<file path="config.mk">
export PLATFORM = sky130hd
export DESIGN_NAME = hist_rd
export DESIGN_NICKNAME = d
export VERILOG_FILES = /design/src/rtl/hist_rd.sv
export SDC_FILE = /design/constraint.sdc
export NUM_CORES = 1
export LEC_CHECK = 0
export CAP_MARGIN = 20
export CORE_MARGIN = 3
export CORE_UTILIZATION = 51
export DETAILED_ROUTE_END_ITERATION = 8
export PLACE_DENSITY = 0.93
export SYNTH_ARGS = -nofsm -noshare
export SYNTH_HDL_FRONTEND = slang
export SYNTH_SLANG_ARGS = --single-unit
</file>
<file path="constraint.sdc">
create_clock -name clk -period 3.9 [get_ports clk]
set_input_delay 0.39 -clock clk [delete_from_list [all_inputs] [get_ports clk]]
set_output_delay 0.39 -clock clk [all_outputs]
set_load 0.03 [all_outputs]
</file>
<file path="src/rtl/hist_rd.sv">
// Histogram readout engine: sweeps bins 0..255 from the histogram RAM and
// streams each bin count with its running cumulative sum, optionally zeroing bins.
module hist_rd #(
    parameter int unsigned BITWIDTH = 16,
    parameter int unsigned SUMWIDTH = 24
) (
    input  logic                clk,
    input  logic                rst,
    input  logic                start,
    input  logic                clr_en,
    output logic                busy,
    output logic                done,
    output logic                rden,
    output logic [7:0]          rdaddress,
    input  logic [BITWIDTH-1:0] q,
    output logic                wren,
    output logic [7:0]          wraddress,
    output logic [BITWIDTH-1:0] data,
    output logic                bin_valid,
    input  logic                bin_ready,
    output logic [7:0]          bin_idx,
    output logic [BITWIDTH-1:0] bin_cnt,
    output logic [SUMWIDTH-1:0] bin_cdf,
    output logic                bin_last
);

    localparam int unsigned SUM_EXT_W = SUMWIDTH + 1;

    typedef enum logic [2:0] {IDLE, READ, CAPT, OUT, DONE} state_t;

    state_t              state_q, state_d;
    logic [7:0]          addr_q, addr_d;
    logic [SUMWIDTH-1:0] cdf_q, cdf_d;
    logic                clr_q, clr_d;
    logic                valid_q, valid_d;
    logic [7:0]          idx_q, idx_d;
    logic [BITWIDTH-1:0] cnt_q, cnt_d;
    logic                last_q, last_d;
    logic [SUMWIDTH:0]   sum;

    // One extra bit catches overflow so the running sum can clamp.
    assign sum = {1'b0, cdf_q} + SUM_EXT_W'(q);

    always_ff @(posedge clk or posedge rst) begin
        if (rst) begin
            state_q <= IDLE;
            addr_q  <= '0;
            cdf_q   <= '0;
            clr_q   <= 1'b0;
            valid_q <= 1'b0;
            idx_q   <= '0;
            cnt_q   <= '0;
            last_q  <= 1'b0;
        end else begin
            state_q <= state_d;
            addr_q  <= addr_d;
            cdf_q   <= cdf_d;
            clr_q   <= clr_d;
            valid_q <= valid_d;
            idx_q   <= idx_d;
            cnt_q   <= cnt_d;
            last_q  <= last_d;
        end
    end

    always_comb begin
        state_d = state_q;
        addr_d  = addr_q;
        cdf_d   = cdf_q;
        clr_d   = clr_q;
        valid_d = valid_q;
        idx_d   = idx_q;
        cnt_d   = cnt_q;
        last_d  = last_q;
        rden    = 1'b0;
        wren    = 1'b0;
        done    = 1'b0;
        case (state_q)
            IDLE: begin
                if (start) begin
                    addr_d  = '0;
                    cdf_d   = '0;
                    clr_d   = clr_en;
                    state_d = READ;
                end
            end
            READ: begin
                rden    = 1'b1;
                state_d = CAPT;
            end
            CAPT: begin
                cnt_d   = q;
                idx_d   = addr_q;
                last_d  = (addr_q == 8'hff);
                cdf_d   = sum[SUMWIDTH] ? '1 : sum[SUMWIDTH-1:0];
                valid_d = 1'b1;
                wren    = clr_q;
                state_d = OUT;
            end
            OUT: begin
                if (valid_q && bin_ready) begin
                    valid_d = 1'b0;
                    if (addr_q == 8'hff) begin
                        state_d = DONE;
                    end else begin
                        addr_d  = addr_q + 8'd1;
                        state_d = READ;
                    end
                end
            end
            DONE: begin
                done    = 1'b1;
                state_d = IDLE;
            end
            default: state_d = IDLE;
        endcase
    end

    assign busy      = (state_q != IDLE);
    assign rdaddress = addr_q;
    assign wraddress = addr_q;
    assign data      = '0;
    assign bin_valid = valid_q;
    assign bin_idx   = idx_q;
    assign bin_cnt   = cnt_q;
    assign bin_cdf   = cdf_q;
    assign bin_last  = last_q;

endmodule

</file>
* After elaboration in Yosys (flattened, before gate mapping)
Cells that the tools add are included.
** Storage, ports and cells
- Register bits :: 62
- Input bits :: 21
- Output and inout bits :: 86
** Cells by class
- Add/subtract/negate cells :: 2
- Eq/ne operators :: 8
- Mux-type cells :: 16
- Reduce and logical (&&, ||, !) cells :: 11
** Operators with widths (number)
- two-way mux 24 bit :: 2
- case mux 24 bit (2 select lines) :: 1
- adder 24 x 16 -> 25 bit :: 1
- two-way mux 8 bit :: 3
- case mux 8 bit (2 select lines) :: 1
- case mux 3 bit (4 select lines) :: 1
- two-way mux 3 bit :: 3
- adder 8 x 1 -> 8 bit, second input constant :: 1
- equality test 8 bit, second input constant :: 1
- AND reduction 2 bit :: 4
- equality test 3 x 2 -> 1 bit, second input constant :: 2
- != test 2 bit, second input constant :: 3
- nonzero test 2 bit :: 3
- two-way mux 1 bit :: 4
- AND reduction 4 bit :: 1
- equality test 3 x 1 -> 1 bit, second input constant :: 1
- equality test 3 bit, second input constant :: 1
- zero test 3 bit :: 1
- nonzero test 3 bit :: 1
- case mux 1 bit (2 select lines) :: 1
- logical AND 1 bit :: 1

* Depth between registers and ports, before layout
- Word-level depth :: 4
- Depth in mapped cells :: 10

* Least setup slack after synthesis
No wires, ideal clock.
- Path kind :: reg2reg
- Start point :: register cdf_q[0], in the netlist bin_cdf[0]
- End point :: register cdf_q[17], in the netlist bin_cdf[17]
- Setup time :: 0.143 ns
- Arrival time :: 2.397 ns
- Data required time :: 3.757 ns
- Slack :: 1.360 ns
- Cell stages (with the launch flop) :: 11
- Buffers on the path :: 1
- Period minus slack after synthesis :: 2.540 ns
- Cells stage by stage :: dfrtp_1 > ha_1 > fa_1 > a211oi_1 > nor2_2 > a21oi_2 > o31a_1 > nand2b_4 > buf_6 > and4_4 > a211oi_2
** Between the ends
- Longest elaborated chain between the ends :: 3
** Ends and longest elaborated chain
- start: declaration :: line 33 : logic [SUMWIDTH-1:0] cdf_q, cdf_d;
- start signal: assignment :: line 48 : cdf_q <= '0;
- start signal: assignment :: line 57 : cdf_q <= cdf_d;
- adder 24 x 16 -> 25 bit :: line 42 : assign sum = {1'b0, cdf_q} + SUM_EXT_W'(q);
- two-way mux 24 bit :: line 95 : cdf_d = sum[SUMWIDTH] ? '1 : sum[SUMWIDTH-1:0];
- case mux 24 bit (2 select lines) :: line 78 : case (state_q)
No other way between the ends.
A chain may end at the register's enable or synchronous reset.

* Final worst setup path
- Start point :: input port q[0]
- End point :: register cdf_q[17], in the netlist bin_cdf[17]
** Between the ends
- Longest elaborated chain between the ends :: 3
** Ends and longest elaborated chain
- start: declaration :: line 15 : input logic [BITWIDTH-1:0] q,
- adder 24 x 16 -> 25 bit :: line 42
- two-way mux 24 bit :: line 95
- case mux 24 bit (2 select lines) :: line 78
No other way between the ends.

==> summary.txt <==
Timing
  – Sum Neg Setup Slack: 0 ns
  – Worst slew margin: 43.80%
  – # setup viols final: 0
  – Max-slew violation count: 0
  – Measured slew at the worst slew-check pin: roughly 0.84 ns
  – Final worst path period share: about 73%
  – Final Hold Vio Count: 0
  – Final Critical Period: 2.864 ns
  – Unrepaired setup endpoints after global routing: false
  – Highest attainable clock frequency: between 300 and 400 MHz
  – Final clock skew: 0.005665 ns

Synthesis
  – Flops & latches, synth: a little over 60
  – Leading cell types by count after synthesis: 107 x nand2_1, 62 x dfrtp_1, 40 x a21oi_1
  – Top post-synthesis cells by area: dfrtp_1 43%, nand2_1 11%, ha_1 5.9%
  – Ys Warns: 0
  – Asr flop ratio synth: 100.0%
  – Sequential element share of the synthesized area: 43.34%
  – Number of flops mapped to enable cells by yosys: 0
  – Top FF cell, synth: dfrtp_1
  – Share of Yosys cell area claimed by the top area cell type: 43.34%
  – Most common cell in the netlist: nand2_1
  – Number of distinct library cells after synthesis: 51
  – Cell Area, Synth: 3580 um2
  – Mapped Avg Cell Area: between 8 and 9 um2
  – Mapped Cells: 414
  – Area leader, netlist: dfrtp_1

Pwr
  – Power share of the clock group: between 10 and 15%
  – Leakage component of the power: 2.086 nW
  – Pwr Total: 3.833 mW
  – Flop pwr share: 28.3%
  – Part of the total power dissipated in combinational logic: a little under three fifths
  – Cell area power density: around 830 nW/um2
  – Switching power as a share of total power: a little under half
  – Internal: 2.044 mW
  – Worst vdd rail ir drop: 0.3271 mV
  – Power spent charging and discharging nets: 1.789 mW

Critical path
  – Max Fanout on Critical Path: 16
  – Crit start category: input pin
  – Required time at the endpoint of the critical path: 4.11 ns
  – CP Data Arrival Time: 3.08 ns
  – Startpoint-to-endpoint class of the critical path: in -> reg
  – Endpoint kind of the worst setup timing path: flop
  – Worst-case register-to-register setup slack: around 1.1 ns

Outcome
  – Run status: finished, final reports clean

Global routing
  – Maximum number of pins on one net before global-route repair: 54
  – Total grt overflow: 0
  – Wire length of the first global-routing pass: 16.69 mm
  – Vias in the first global route: 3,304
  – Overall Global Routing Usage: approximately a quarter
  – Antenna violations before repair: 0

Worst hold path
  – Min-delay worst type: reg -> reg

Floorplan
  – Effective utilization at floorplan: 54.51%
  – Number of placement rows: 29
  – Number of top-level design ports: 107
  – Die Area: 8060 um2
  – Core region area: 6568 um2
  – Die height: 89.78 um
  – Chip Width: 89.78 um

Finish
  – Diode count: 0
  – Filler cell count in the final layout: 467
  – Growth of design area from synthesis to finish: 28.98%
  – Final nets: 531
  – Fraction of final layout cells with drive strength greater than 1: 6.263%

Detailed routing
  – Total wire length after detailed routing: 10.20 mm
  – First DRT Iteration DRCs: 293
  – Via count normalized by instance count: 5.844
  – Via count: 3,436
  – DR WL/cell: ~17 um
  – Number of search-and-repair iterations in the first detailed-routing pass: 5
  – Post-route DRC: 0
  – Remaining antenna violation count: 0

Clock network
  – Clock latency on the worst-skew pair: roughly 0.35 ns
  – Cts-stage hold buffer count: 0
  – Root Buffer: clkbuf_8
  – Count of instances resized after the clock tree is built: 0
  – Maximum number of buffers from clock root to sink: 2
  – Number of CTS-inserted buffers: 9
  – Post-CTS Setup Bufs: 0
  – Count of clock tree sinks: 62
  – Maximum level of the CTS H-tree: 3
  – Clock tree from TritonCTS: yes
  – Clock-pin slew of the registers on the worst-case setup and hold paths: 0.06 ns

Placed design
  – Count of input and output buffers: 90
  – HPWL after detailed placement: slightly below 7 mm
  – Routability congestion estimate: 0.9367

Run
  – MaxCap Viol Count: 0
-- cells by family after synthesis --
family,count (synthesis),share of synthesized area [%]
xor gates and xnor gates,17,4.159
AOI/OAI and AO/OA,99,16.85
DFF,62,43.34
other,1,0.1048
muxes,1,0.2796
adders and majority gates,18,6.501
buffers and inverters,46,7.655
and+or+nand+nor,170,21.11
-- area by class of cell --
type / count / area [um2] / area share (%)
Inverter: 5 / 18.77 / 0.4065
Clock buffer: 13 / 158.9 / 3.442
Tap cell: 93 / 116.4 / 2.520
Clock inverter: 1 / 30.03 / 0.6504
Sequential cell: 62 / 1551 / 33.60
Multi-Input combinational cell: 321 / 1818 / 39.38
Timing Repair Buffer: 93 / 923.4 / 20.00
-- critical path, stage by stage --
cell	delay (ns)
clkdlybuf4s50_1	0.45
ha_1	0.25
fa_1	0.43
a211oi_1	0.32
nor2_2	0.10
a21oi_2	0.29
o31a_1	0.26
nand2b_4	0.28
and4_4	0.25
a211oi_2	0.06
-- final timing paths --
kind / start / to / depth (start not counted)
worst max-delay path: q[0] / bin_cdf[17] / 10
worst min-delay path: clr_q / clr_q / 2
worst max register to register: bin_cdf[0] / bin_cdf[17] / 9
worst min register to register: clr_q / clr_q / 2
max in group asynchronous: rst / bin_idx[2] / 3
min in group asynchronous: rst / bin_cnt[3] / 2
-- per-stage QoR --
step | setup slack (ns) | area [um2] | instances | utilization, % | hold WS [ns]
after CTS | 1.097 | 4617 | 588 | 70.30 | 0.4711
after detailed placement | 0.8053 | 4428 | 574 | 67.42 | 0.4549
after floorplan | 1.360 | 3636 | 429 | - | 0.4374
after global placement | 0.8749 | 4428 | 574 | 67.42 | 0.4527
after global routing | 0.9080 | 4617 | 588 | 70.30 | 0.5018
final | 1.036 | 4617 | 588 | 70.30 | 0.4709
-- layer usage --
metal | vias to the layer above | track usage, % | part of all wire (%)
met3 | 38 | 5.676 | 8.4
met2 | 201 | 42.42 | 50
met1 | 1637 | 32.46 | 39
li1 | 1560 | - | -
met4 | 0 | 9.323 | 3.0
met5 | - | 0 | 0
-- flip-flops by register name, indices dropped and copies added (netlist names) --
name,flops
bin_cdf,24
bin_cnt,16
bin_idx,8
bin_last,1
bin_valid,1
clr_q,1
rdaddress,8
state_q,3
-- layout by cell type, fill, tap and decap left out, types with 11 or more instances in the layout --
cell / netlist / final
nor2_1: 20 / 19
o21ai_0: 13 / 13
a31oi_1: 19 / 19
dfrtp_1: 62 / 62
conb_1: 1 / 16
a21oi_1: 40 / 40
clkbuf_8: 0 / 11
nand3_1: 11 / 11
ha_1: 17 / 17
nand2_1: 107 / 107
xor2_1: 12 / 12
clkdlybuf4s50_1: 0 / 90
-- power by group through the flow --
stage	sequential [mW]	combinational (mW)	clock [mW]
4_1_cts	1.08	2.16	0.569
3_5_place_dp	1.09	2.11	0
6_report	1.08	2.18	0.564
5_1_grt	1.11	2.33	0.602
2_1_floorplan	1.48	0.997	0
3_3_place_gp	1.07	2.05	0
(Power assumes the default switching activity.)
